===== src/rtl/lcd_bus_receiver.sv =====
// ---------------------------------------------------------------------------
// lcd_bus_receiver
// Receiving end of the 8-bit 8080-style LCD write bus. Synchronises the bus
// into the clk_100 domain, detects one write event per lcd_wr rising edge and
// decodes the ILI9341-style command subset (CASET 0x2A, PASET 0x2B, RAMWR 0x2C,
// NOP 0x00, SWRESET 0x01). RGB565 byte pairs written after RAMWR become
// single-cycle pixel writes with x/y coordinates and 4-bit colour levels.
//
// Ports:
//   clk_100     sampling clock (bus is asynchronous to it)
//   resetN      asynchronous active-low reset
//   lcd_db      bus data byte
//   lcd_wr      write strobe, data taken on its rising edge
//   lcd_d_c     0 = command byte, 1 = data/parameter byte
//   lcd_reset   panel reset, active low (synchronised, acts like resetN)
//   pxl_valid   one-cycle pulse per decoded pixel
//   pxl_x/y     pixel column / row (held between pulses)
//   Red/Green/Blue  RGB565 R[4:1], G[5:2], B[4:1] (held between pulses)
//   frame_start one-cycle pulse per accepted 0x2C command
//   cmd_err     one-cycle pulse on unknown command or rejected window
// ---------------------------------------------------------------------------
`timescale 1ns/1ps
module lcd_bus_receiver #(
   parameter int WIDTH       = 320,
   parameter int HEIGHT      = 240,
   parameter int SYNC_STAGES = 2
) (
   input  logic        clk_100,
   input  logic        resetN,
   input  logic [7:0]  lcd_db,
   input  logic        lcd_wr,
   input  logic        lcd_d_c,
   input  logic        lcd_reset,
   output logic        pxl_valid,
   output logic [31:0] pxl_x,
   output logic [31:0] pxl_y,
   output logic [3:0]  Red,
   output logic [3:0]  Green,
   output logic [3:0]  Blue,
   output logic        frame_start,
   output logic        cmd_err
);

   localparam logic [15:0] X_MAX = 16'(WIDTH - 1);
   localparam logic [15:0] Y_MAX = 16'(HEIGHT - 1);

   typedef enum logic [2:0] {
      S_IDLE, S_CASET, S_PASET, S_RAM_HI, S_RAM_LO, S_SKIP
   } state_t;

   // ---- input synchronisers ----
   // wr/d_c chains reset high so an idle (high) strobe does not look like a
   // fresh rising edge right after reset.
   logic [SYNC_STAGES-1:0] wr_sync, dc_sync, rst_sync;
   logic [7:0]             db_sync [SYNC_STAGES];
   logic                   wr_p1;

   always_ff @(posedge clk_100 or negedge resetN) begin
      if (!resetN) begin
         wr_sync  <= '1;
         dc_sync  <= '1;
         rst_sync <= '0;
         wr_p1    <= 1'b1;
         for (int i = 0; i < SYNC_STAGES; i++) db_sync[i] <= 8'h00;
      end else begin
         wr_sync  <= {wr_sync[SYNC_STAGES-2:0], lcd_wr};
         dc_sync  <= {dc_sync[SYNC_STAGES-2:0], lcd_d_c};
         rst_sync <= {rst_sync[SYNC_STAGES-2:0], lcd_reset};
         wr_p1    <= wr_sync[SYNC_STAGES-1];
         db_sync[0] <= lcd_db;
         for (int i = 1; i < SYNC_STAGES; i++) db_sync[i] <= db_sync[i-1];
      end
   end

   // ---- stage p0: synchronised bus, write event ----
   logic       wr_p0, dc_p0, rstn_p0, vld_p0;
   logic [7:0] db_p0;

   assign wr_p0   = wr_sync[SYNC_STAGES-1];
   assign dc_p0   = dc_sync[SYNC_STAGES-1];
   assign rstn_p0 = rst_sync[SYNC_STAGES-1];
   assign db_p0   = db_sync[SYNC_STAGES-1];
   assign vld_p0  = wr_p0 & ~wr_p1;

   // ---- decoder state ----
   state_t      state, state_n;
   logic [15:0] sc, ec, sp, ep, sc_n, ec_n, sp_n, ep_n;
   logic [15:0] cur_x, cur_y, cur_x_n, cur_y_n;
   logic [1:0]  pidx, pidx_n;
   logic [15:0] sh_start, sh_start_n;
   logic [7:0]  sh_end_hi, sh_end_hi_n;
   // only the high-byte bits that reach the colour fields: {R[4:1], G[5:3]}
   logic [6:0]  hi_byte, hi_byte_n;

   logic        pxl_valid_n, frame_start_n, cmd_err_n;
   logic [31:0] pxl_x_n, pxl_y_n;
   logic [3:0]  red_n, green_n, blue_n;

   logic [15:0] new_end, lim;

   always_comb begin
      state_n       = state;
      sc_n          = sc;
      ec_n          = ec;
      sp_n          = sp;
      ep_n          = ep;
      cur_x_n       = cur_x;
      cur_y_n       = cur_y;
      pidx_n        = pidx;
      sh_start_n    = sh_start;
      sh_end_hi_n   = sh_end_hi;
      hi_byte_n     = hi_byte;
      pxl_valid_n   = 1'b0;
      frame_start_n = 1'b0;
      cmd_err_n     = 1'b0;
      pxl_x_n       = pxl_x;
      pxl_y_n       = pxl_y;
      red_n         = Red;
      green_n       = Green;
      blue_n        = Blue;
      new_end       = {sh_end_hi, db_p0};
      lim           = (state == S_CASET) ? X_MAX : Y_MAX;

      if (!rstn_p0) begin
         // panel reset held low: same effect as resetN, writes ignored
         state_n   = S_IDLE;
         sc_n      = 16'd0;
         ec_n      = X_MAX;
         sp_n      = 16'd0;
         ep_n      = Y_MAX;
         cur_x_n   = 16'd0;
         cur_y_n   = 16'd0;
         pidx_n    = 2'd0;
         pxl_x_n   = 32'd0;
         pxl_y_n   = 32'd0;
         red_n     = 4'd0;
         green_n   = 4'd0;
         blue_n    = 4'd0;
      end else if (vld_p0) begin
         if (!dc_p0) begin
            // a command aborts whatever was in progress
            pidx_n = 2'd0;
            case (db_p0)
               8'h00: state_n = S_IDLE;
               8'h01: begin
                  state_n = S_IDLE;
                  sc_n    = 16'd0;
                  ec_n    = X_MAX;
                  sp_n    = 16'd0;
                  ep_n    = Y_MAX;
                  cur_x_n = 16'd0;
                  cur_y_n = 16'd0;
               end
               8'h2A: state_n = S_CASET;
               8'h2B: state_n = S_PASET;
               8'h2C: begin
                  state_n       = S_RAM_HI;
                  cur_x_n       = sc;
                  cur_y_n       = sp;
                  frame_start_n = 1'b1;
               end
               default: begin
                  state_n   = S_SKIP;
                  cmd_err_n = 1'b1;
               end
            endcase
         end else begin
            case (state)
               S_CASET, S_PASET: begin
                  pidx_n = pidx + 2'd1;
                  case (pidx)
                     2'd0: sh_start_n[15:8] = db_p0;
                     2'd1: sh_start_n[7:0]  = db_p0;
                     2'd2: sh_end_hi_n      = db_p0;
                     default: begin
                        state_n = S_IDLE;
                        if (sh_start <= new_end && new_end <= lim) begin
                           if (state == S_CASET) begin
                              sc_n = sh_start;
                              ec_n = new_end;
                           end else begin
                              sp_n = sh_start;
                              ep_n = new_end;
                           end
                        end else begin
                           cmd_err_n = 1'b1;
                        end
                     end
                  endcase
               end
               S_RAM_HI: begin
                  hi_byte_n = {db_p0[7:4], db_p0[2:0]};
                  state_n   = S_RAM_LO;
               end
               S_RAM_LO: begin
                  pxl_valid_n = 1'b1;
                  pxl_x_n     = {16'd0, cur_x};
                  pxl_y_n     = {16'd0, cur_y};
                  red_n       = hi_byte[6:3];
                  green_n     = {hi_byte[2:0], db_p0[7]};
                  blue_n      = db_p0[4:1];
                  state_n     = S_RAM_HI;
                  // raster advance inside the window, wrapping at the bottom
                  if (cur_x == ec) begin
                     cur_x_n = sc;
                     cur_y_n = (cur_y == ep) ? sp : cur_y + 16'd1;
                  end else begin
                     cur_x_n = cur_x + 16'd1;
                  end
               end
               default: ;
            endcase
         end
      end
   end

   // ---- stage p1: registered decoder state and outputs ----
   always_ff @(posedge clk_100 or negedge resetN) begin
      if (!resetN) begin
         state       <= S_IDLE;
         sc          <= 16'd0;
         ec          <= X_MAX;
         sp          <= 16'd0;
         ep          <= Y_MAX;
         cur_x       <= 16'd0;
         cur_y       <= 16'd0;
         pidx        <= 2'd0;
         sh_start    <= 16'd0;
         sh_end_hi   <= 8'd0;
         hi_byte     <= 7'd0;
         pxl_valid   <= 1'b0;
         frame_start <= 1'b0;
         cmd_err     <= 1'b0;
         pxl_x       <= 32'd0;
         pxl_y       <= 32'd0;
         Red         <= 4'd0;
         Green       <= 4'd0;
         Blue        <= 4'd0;
      end else begin
         state       <= state_n;
         sc          <= sc_n;
         ec          <= ec_n;
         sp          <= sp_n;
         ep          <= ep_n;
         cur_x       <= cur_x_n;
         cur_y       <= cur_y_n;
         pidx        <= pidx_n;
         sh_start    <= sh_start_n;
         sh_end_hi   <= sh_end_hi_n;
         hi_byte     <= hi_byte_n;
         pxl_valid   <= pxl_valid_n;
         frame_start <= frame_start_n;
         cmd_err     <= cmd_err_n;
         pxl_x       <= pxl_x_n;
         pxl_y       <= pxl_y_n;
         Red         <= red_n;
         Green       <= green_n;
         Blue        <= blue_n;
      end
   end

endmodule


===== config.mk =====
export PLATFORM = sky130hd
export DESIGN_NAME = lcd_bus_receiver
export DESIGN_NICKNAME = d
export VERILOG_FILES = /design/src/rtl/lcd_bus_receiver.sv
export SDC_FILE = /design/constraint.sdc
export NUM_CORES = 1
export LEC_CHECK = 0
export ABC_AREA = 1
export CORE_ASPECT_RATIO = 1.75
export CORE_MARGIN = 5
export CORE_UTILIZATION = 50
export DETAILED_ROUTE_END_ITERATION = 7
export PLACE_DENSITY_LB_ADDON = 0.15
export SYNTH_ARGS = -nofsm -noshare
export SYNTH_HDL_FRONTEND = slang
export SYNTH_SLANG_ARGS = --single-unit

===== constraint.sdc =====
create_clock -name clk_100 -period 4.1 [get_ports clk_100]
set_input_delay 0.82 -clock clk_100 [delete_from_list [all_inputs] [get_ports clk_100]]
set_output_delay 0.82 -clock clk_100 [all_outputs]
set_load 0.02 [all_outputs]

== Word level (Yosys, flattened, before mapping) ==
Index checks and enable logic that the tools add are counted.
Widths: inputs -> output; s select.

* Add/subtract/negate cells: 3
* Order comparisons: 2
* Equality and inequality tests: 26
* Mux-type cells: 90
* Bitwise logic cells: 2
* Reductions and logical operators: 18

{| class="wikitable"
|+ Operator list
! kind !! count
|-
| $mux 16 || 42
|-
| $mux 32 || 8
|-
| $pmux 16 s2 || 2
|-
| $mux 4 || 12
|-
| $add 16x1->16 const B || 2
|-
| $eq 16x16->1 || 2
|-
| $eq 8x6->1 const B || 3
|-
| $ne 3x2->1 const B || 6
|-
| $le 16x16->1 || 1
|-
| $le 16x9->1 || 1
|-
| $mux 1 || 15
|-
| $reduce_and 5->1 || 3
|-
| $mux 3 || 4
|-
| $pmux 3 s4 || 1
|-
| $reduce_and 6->1 || 2
|-
| $mux 9 || 1
|-
| $pmux 3 s3 || 1
|-
| $reduce_and 3->1 || 3
|-
| $eq 8x1->1 const B || 1
|-
| $logic_not 8->1 || 1
|-
| $mux 2 || 4
|-
| $reduce_and 4->1 || 2
|-
| $eq 3x2->1 const B || 2
|-
| $ne 3x3->1 const B || 2
|-
| 18 further kinds || 20
|}

* Bits in registers: 234
* Input port bits: 13
* Output and inout bits: 79
* Word-level logic and storage cells: 167

== Depth between registers and ports, before layout ==
Gate-level depths: netlist (run 1).

* Depth after elaboration: 10
* Mapped depth: 18
* Mapped depth without buffers: 17

== Worst setup path before layout (run 1) ==
OpenSTA, ideal clock, no wires.

* Kind: register to register
* From: reg state[1]
* To: reg sc[6]
* Setup time: 117 ps
* Arrival: 1875 ps
* Data required time: 3983 ps
* Setup slack: 2108 ps
* Cell stages (with the launch flop): 16
* Path buffers: 1
* Clock period less this slack: 1992 ps
* Cells stage by stage: dfrtp_1 inv_1 nand3_2 ha_1 nand2_1 nor2_1 nand3_1 nor2_1 nand3_1 nand2_1 nand2_1 nand2_4 nand3_2 buf_4 nand2_1 nand2_1

* Longest elaborated chain between the ends: 6
* Elaborated cells between the ends (all ways): 10
* Classes of those cells: 1 x order compare; 5 x eq/ne; 1 x mux; 3 x reduce/logical

{| class="wikitable"
|+ Ends and longest elaborated chain
! element !! line !! RTL
|-
| start, declared || 86 || <nowiki>state_t state, state_n;</nowiki>
|-
| start signal, assigned || 240 || <nowiki>state <= state_n;</nowiki>
|-
| $eq 3x1->1 || 122, 168, 178 ||
|-
| $mux 9 || 122 || <nowiki>lim = (state == S_CASET) ? X_MAX : Y_MAX;</nowiki>
|-
| $le 16x9->1 || 177 || <nowiki>if (sh_start <= new_end && new_end <= lim) begin</nowiki>
|-
| $logic_and 1x1->1 || 177 ||
|-
| $ne 3x2->1 (no line) || - ||
|-
| $reduce_and 6->1 (no line) (*) || - ||
|-
| end signal, assigned || 241 || <nowiki>sc <= sc_n;</nowiki>
|-
| end, declared || 87 || <nowiki>logic [15:0] sc, ec, sp, ep, sc_n, ec_n, sp_n, ep_n;</nowiki>
|}

Mark *: on every way between the ends. The rest lies on a longest branch, timed or not.
A chain may end at the register's enable or synchronous reset.

== Worst setup path in the final report (run 1) ==
* From: reg sh_end_hi[0]
* To: reg sc[2]

* Longest elaborated chain between the ends: 4
* Elaborated cells between the ends (all ways): 5
* Classes of those cells: 2 x order compare; 1 x eq/ne; 2 x reduce/logical

{| class="wikitable"
|+ Ends and longest elaborated chain
! element !! line !! RTL
|-
| start, declared || 91 || <nowiki>logic [7:0] sh_end_hi, sh_end_hi_n;</nowiki>
|-
| start signal, assigned || 249 || <nowiki>sh_end_hi <= sh_end_hi_n;</nowiki>
|-
| $le 16x16->1 or $le 16x9->1 (tied branches) || 177 ||
|-
| $logic_and 1x1->1 (*) || 177 ||
|-
| $ne 3x2->1 (no line) (*) || - ||
|-
| $reduce_and 6->1 (no line) (*) || - ||
|}

Marks and branches as above.

==> results.py, run 1 <==
metrics = {
    "outcome": {
        "status": "completed",
    },
    "sta": {
        "setup_tns_ns": 0,
        "finalSetupViolations": 0,
        "tightest_slew_ns": 0.887,
        "fmax_ghz": 0.334,
        "whs_ns": 0.347,
        "rsz0062_at_grt": "false",
        "drv_slew": 0,
        "worst_slack_ns": 1.10,
        "final_hold_viol_count": 0,
        "fin_crit_sh": 0.731,
        "timing.final.crit_period_ns": 3.00,
        "fin_skew_ns": 0.0177,
        "maxSlewHeadroom": 0.409,
    },
    "power_and_ir_drop": {
        "p_per_area_nw_per_um2": 440,
        "p_total_uw": 5060,
        "ir_worst_vdd_mv": 0.363,
        "leakagePower_uw": 0.00564,
    },
    "synthesis": {
        "synth_area_leader_cell": "dfrtp_1",
        "synthTopCellsByArea": "dfrtp_1, nand2_1, inv_1",
        "postSynth.asyncResetShare": 1.00,
        "avgSynthCellArea_sq_um": 8.34,
        "ys.flop_type": "dfrtp_1",
        "synth-seq-cells": 202,
        "yosysSeqAreaShare": 0.495,
        "synth-warning-count": 0,
        "synth.cell_area_sq_um": 10300,
        "synthCells": 1232,
        "synth_cell_types": 43,
        "synth-edff-count": 0,
        "synth_top_area_frac": 0.446,
    },
    "floorplan": {
        "die_y_um": 200,
        "core-area_sq_um": 20300,
        "die_area_sq_um": 23600,
        "die_x_um": 118,
        "rows": 69,
        "start_util": 0.506,
        "io_pins": 92,
    },
    "setup_path": {
        "cp.arrival_ns": 3.38,
        "crit_fanout": 52,
        "setup.worst_path.start_class": "flop",
        "worst_setup_path_end_kind": "flop",
        "crit_required_ns": 4.49,
        "crit_type": "flop to flop",
    },
    "clock_tree": {
        "htreeDepth": 1,
        "path_clk_slew_ns": 0.07,
        "hold_buffers": 0,
        "cts_resized": 0,
        "cts_tree": "built",
        "numCtsBuffers": 20,
        "cts.path.max_buffers": 3,
        "clock_sinks": 202,
        "clock_latency_ns": 0.51,
        "cts_setup_buffers": 0,
        "root_buffer": "clkbuf_16",
    },
    "drt": {
        "drtAntennaViolNets": 0,
        "wl_met3_um": 970,
        "wirelength_um": 25700,
        "dr.pass1.iters": 5,
        "route.met2.wl_um": 13600,
        "dr.max_layer_used": "met4",
        "wire_per_inst_um": 16.7,
        "avgViaCountPerCell": 5.25,
        "via_count": 8064,
        "drt-met1-wl_um": 9930,
        "drc": 0,
        "drtIter0Drc": 545,
    },
    "grt": {
        "antenna_found_initial": 0,
        "grt-ovfl-total": 0,
        "grt_max_degree": 110,
        "track_usage": 0.218,
        "grt_pass1_wl_um": 41900,
        "grt_pass1_vias": 7933,
    },
    "final_layout": {
        "final_nets": 1312,
        "postLayoutCellArea_sq_um": 11500,
        "area_growth_pct": 12.0,
        "fillers": 1909,
        "drive_above_1_share": 0.0784,
        "antenna_cells": 0,
    },
    "placement": {
        "place_area_sq_um": 10900,
        "port_buffers": 59,
        "post-dp-hpwl_um": 18800,
        "routabilityCongestion": 0.917,
        "pre_cts_ws_ns": 1.06,
    },
    "flow_run": {
        "cap_violations": 0,
    },
    "min_path": {
        "hp-class": "flop to flop",
    },
}
-- sequential cells by signal, indices dropped and copies added (netlist names), 4 cells and up --
signal / cells
pxl_y: 16
ep: 16
sh_end_hi: 8
db_sync: 8
pxl_x: 16
ec: 16
sc: 16
hi_byte: 7
Green: 4
Blue: 4
sp: 16
cur_x: 16
db_p0: 8
sh_start: 16
cur_y: 16
Red: 4
-- path summary, 6_finish.rpt --
kind                              start         end  slack (ns)  cells past startpoint
setup / recovery           sh_end_hi[0]       sc[2]        1.10                     11
hold / removal              db_sync[14]    db_p0[6]        0.35                      0
setup reg to reg           sh_end_hi[0]       sc[2]        1.10                     11
hold reg to reg             db_sync[14]    db_p0[6]        0.35                      0
max in group asynchronous        resetN  dc_sync[0]        2.65                      2
min in group asynchronous        resetN    Green[2]        0.43                      1
-- per-stage QoR --
step	std cells	util
after floorplan	1263	-
final	1537	0.567
after global placement	1501	0.536
after CTS	1537	0.567
after detailed placement	1501	0.536
after global routing	1537	0.567
-- layout make-up --
cell class              instances  area (sq um)  area share
inverters                     150           571      0.0496
clock inverters                10          58.8     0.00511
well taps                     248           310      0.0270
repair buffers                 73           699      0.0608
multi-input cells             828          4210       0.366
clock buffers                  26           574      0.0499
flip-flops and latches        202          5080       0.442
-- layout by cell type (no fill, tap or decap), drive strengths merged, types with 24 or more instances in the layout --
cell and n:
o22ai 35, conb 32, nand2 364, nand3 57, nor2 87, dfrtp 183, a21oi 27, o21ai 56
ha 24, clkbuf 27, clkdlybuf4s50 58, xnor2 30, inv 148, nand4 69
-- cells by family (layout without fill, tap and decap cells) --
| kind of cell | Yosys count | in the layout | synth area share |
|---|---|---|---|
| adder cells (fa/ha/maj) | 24 | 24 | 0.0292 |
| flip-flops | 202 | 202 | 0.495 |
| AO/OA/AOI/OAI | 125 | 125 | 0.0677 |
| AND/OR/NAND/NOR | 601 | 601 | 0.261 |
| other | 1 | 32 | 0.000365 |
| XOR/XNOR | 46 | 46 | 0.0392 |
| buffers and inverters | 233 | 259 | 0.108 |
-- synth_stat cells, types with 5 or more instances --
cell      number
nand4_1       69
o21ai_1       13
nand3b_1      10
nand2_1      358
ha_1          24
clkbuf_1      10
nand3_1       52
xnor2_1       30
o22ai_1       35
buf_2         24
o21ai_0       43
a21oi_1       26
inv_2         10
nor3_1        10
dfstp_2       19
xor2_1        16
a22oi_1        5
nor2_1        82
dfrtp_1      183
buf_4         40
inv_1        137
-- per-layer routing --
layer | track usage | vias to the layer above
met5 | 0 | -
met4 | 0.100 | 0
met3 | 0.0246 | 58
met2 | 0.405 | 169
met1 | 0.251 | 3856
li1 | - | 3981
-- worst max-delay path, cell delays in order, from the launching register on --
cell     delay, ns
dfrtp_1       0.41
inv_1         0.11
ha_1          0.29
nand4_1       0.09
nor3_1        0.30
nand3_1       0.19
nand2_1       0.11
nand2_1       0.09
nand2_4       0.39
nand3_2       0.61
nand2_1       0.22
nand2_1       0.06
-- report_power, final --
part           leakage (uW)  internal [uW]  switching (uW)
clock              0.000314            993             778
combinational       0.00265            315             580
sequential          0.00267           2210             179
(Power assumes the default switching activity.)
==> run 2, diff against run 1 <==
- clock period: 4.1 -> 3.1 ns (I/O delays scaled with it)
==> run 2 against run 1 <==
  * Maximum frequency is 14% higher
  * Critical path depth grew 3
  * Register-to-register slack got worse by 0.64 ns
  * Count of clock-buffer cells in the layout grew 4
  * First-iteration DRC count fell by 17%
  * Clock skew decreased by 0.0025 ns
  * Final cell count is 0.20% higher
  * Largest cell class unchanged
==> results.py, run 2 (synthesized netlist as in run 1, its figures left out) <==
metrics = {
    "floorplan": {
        "start_util": 0.506,
        "io_pins": 92,
        "rows": 69,
        "core-area_sq_um": 20300,
        "die_x_um": 118,
        "die_y_um": 200,
        "die_area_sq_um": 23600,
    },
    "power_and_ir_drop": {
        "p_int_uw": 4690,
        "switching_share": 0.303,
        "clkPwrFrac": 0.351,
        "p_comb_frac": 0.179,
        "p_sw_uw": 2040,
        "ir_worst_vdd_mv": 0.446,
        "seqPwrFrac": 0.470,
        "p_per_area_nw_per_um2": 583,
        "leakagePower_uw": 0.00564,
    },
    "clock_tree": {
        "hold_buffers": 0,
        "htreeDepth": 1,
        "cts_tree": "built",
        "clock_sinks": 202,
        "root_buffer": "clkbuf_16",
        "cts.path.max_buffers": 3,
        "clock_latency_ns": 0.50,
        "numCtsBuffers": 20,
        "path_clk_slew_ns": 0.06,
    },
    "grt": {
        "grtUsageMet2": 0.403,
        "use_met3": 0.0224,
        "grt_pass1_wl_um": 41400,
        "track_usage": 0.215,
        "busiest_layer": "met2",
        "met1_usage": 0.247,
        "grt_pass1_vias": 7911,
        "grt-ovfl-total": 0,
        "grt_max_degree": 87,
        "antenna_found_initial": 0,
    },
    "final_layout": {
        "antenna_cells": 0,
        "postLayoutCellArea_sq_um": 11500,
        "final_cell_mix": "nand2_1, dfrtp_1, inv_1",
        "final_nets": 1315,
        "area_growth_pct": 12.4,
        "final_cells": 1540,
        "drive_above_1_share": 0.0759,
        "layout_commonest_cell": "nand2_1",
    },
    "drt": {
        "avgViaCountPerCell": 5.22,
        "drtIter0Drc": 453,
        "via_count": 8044,
        "drtAntennaViolNets": 0,
        "drc": 0,
        "dr.pass1.iters": 5,
        "wire_per_inst_um": 16.4,
        "wirelength_um": 25200,
    },
    "setup_path": {
        "crit_required_ns": 3.48,
        "rr_startpoint": "state[1]",
        "cp.arrival_ns": 3.01,
        "crit_fanout": 32,
        "crit_type": "flop to flop",
        "worst_setup_path_end_kind": "flop",
        "setup.worst_path.start_class": "flop",
        "crit_start": "state[1]",
    },
    "sta": {
        "tightest_slew_ns": 0.706,
        "worst_slack_ns": 0.463,
        "final_hold_viol_count": 0,
        "fmax_ghz": 0.379,
        "finalSetupViolations": 0,
        "drv_slew": 0,
        "maxSlewHeadroom": 0.529,
        "fin_crit_sh": 0.851,
        "setup_tns_ns": 0,
        "timing.final.crit_period_ns": 2.64,
        "fin_skew_ns": 0.0152,
        "rsz0062_at_grt": "false",
    },
    "min_path": {
        "hp-class": "input pin to async pin",
    },
    "placement": {
        "place_area_sq_um": 10900,
        "port_buffers": 59,
        "dp.cells": 1504,
        "routabilityCongestion": 0.923,
        "post-dp-hpwl_um": 18500,
        "pre_cts_ws_ns": 0.228,
    },
    "outcome": {
        "status": "completed",
    },
    "flow_run": {
        "cap_violations": 0,
    },
}
run 2: power groups by stage:
stage,Sequential [uW],Combinational [uW],Clock [uW]
after floorplan,3140,951,0
after global placement,3200,1180,0
after detailed placement,3210,1200,0
after CTS,3160,1210,2430
after global routing,3200,1380,2530
final,3160,1210,2360
run 2: path summary, 6_finish.rpt:
path | slack [ns] | end | depth (start not counted)
max reg2reg | 0.46 | sc[11] | 14
min reg2reg | 0.35 | db_p0[6] | 0
min | 0.16 | Red[1] | 1
max | 0.46 | sc[11] | 14
min in group clk_100 | 0.35 | db_p0[6] | 0
max in group asynchronous | 2.08 | wr_p1 | 2
run 2: layer usage:
metal / vias up / wire length [um]
li1: 3979 / -
met1: 3823 / 9730
met2: 180 / 13300
met3: 62 / 960
met4: 0 / 1160
met5: - / 0
run 2: worst max-delay path, stage by stage (launching register included):
cell and delay, ns:
dfrtp_1 0.39, inv_1 0.09, nand3_2 0.20, ha_1 0.34, nand2_1 0.05, nor2_1 0.14
nand3_1 0.10, nor2_1 0.11, nand3_1 0.07, nand2_1 0.06, nand2_1 0.10, nand2_4 0.10
nand3_2 0.48, nand2_1 0.21, nand2_1 0.06
run 2: cell type report:
class	count	area, sq um
well taps	248	310
flip-flops and latches	202	5080
fillers	1912	8750
inverters	150	571
clock buffers	30	558
multi-input cells	828	4220
repair buffers	76	734
clock inverters	6	75.1
run 2: per-stage QoR:
| step | hold slack, ns | power, uW | util |
|---|---|---|---|
| floorplan | 0.324 | 4090 | - |
| global placement | 0.331 | 4380 | 0.537 |
| detailed placement | 0.337 | 4410 | 0.537 |
| CTS | 0.188 | 6800 | 0.569 |
| global route | 0.215 | 7110 | 0.569 |
| finish | 0.157 | 6730 | 0.569 |
run 2: what timing repair did:
item,CTS,global route
endpoints found under the setup margin,0,23
resized for setup,0,1
setup buffers,0,0
==> run 3, diff against run 2 <==
- CAP_MARGIN: unset -> 20
==> results of run 3 <==
The final DEF is identical to that of run 2; final timing and power are the same.
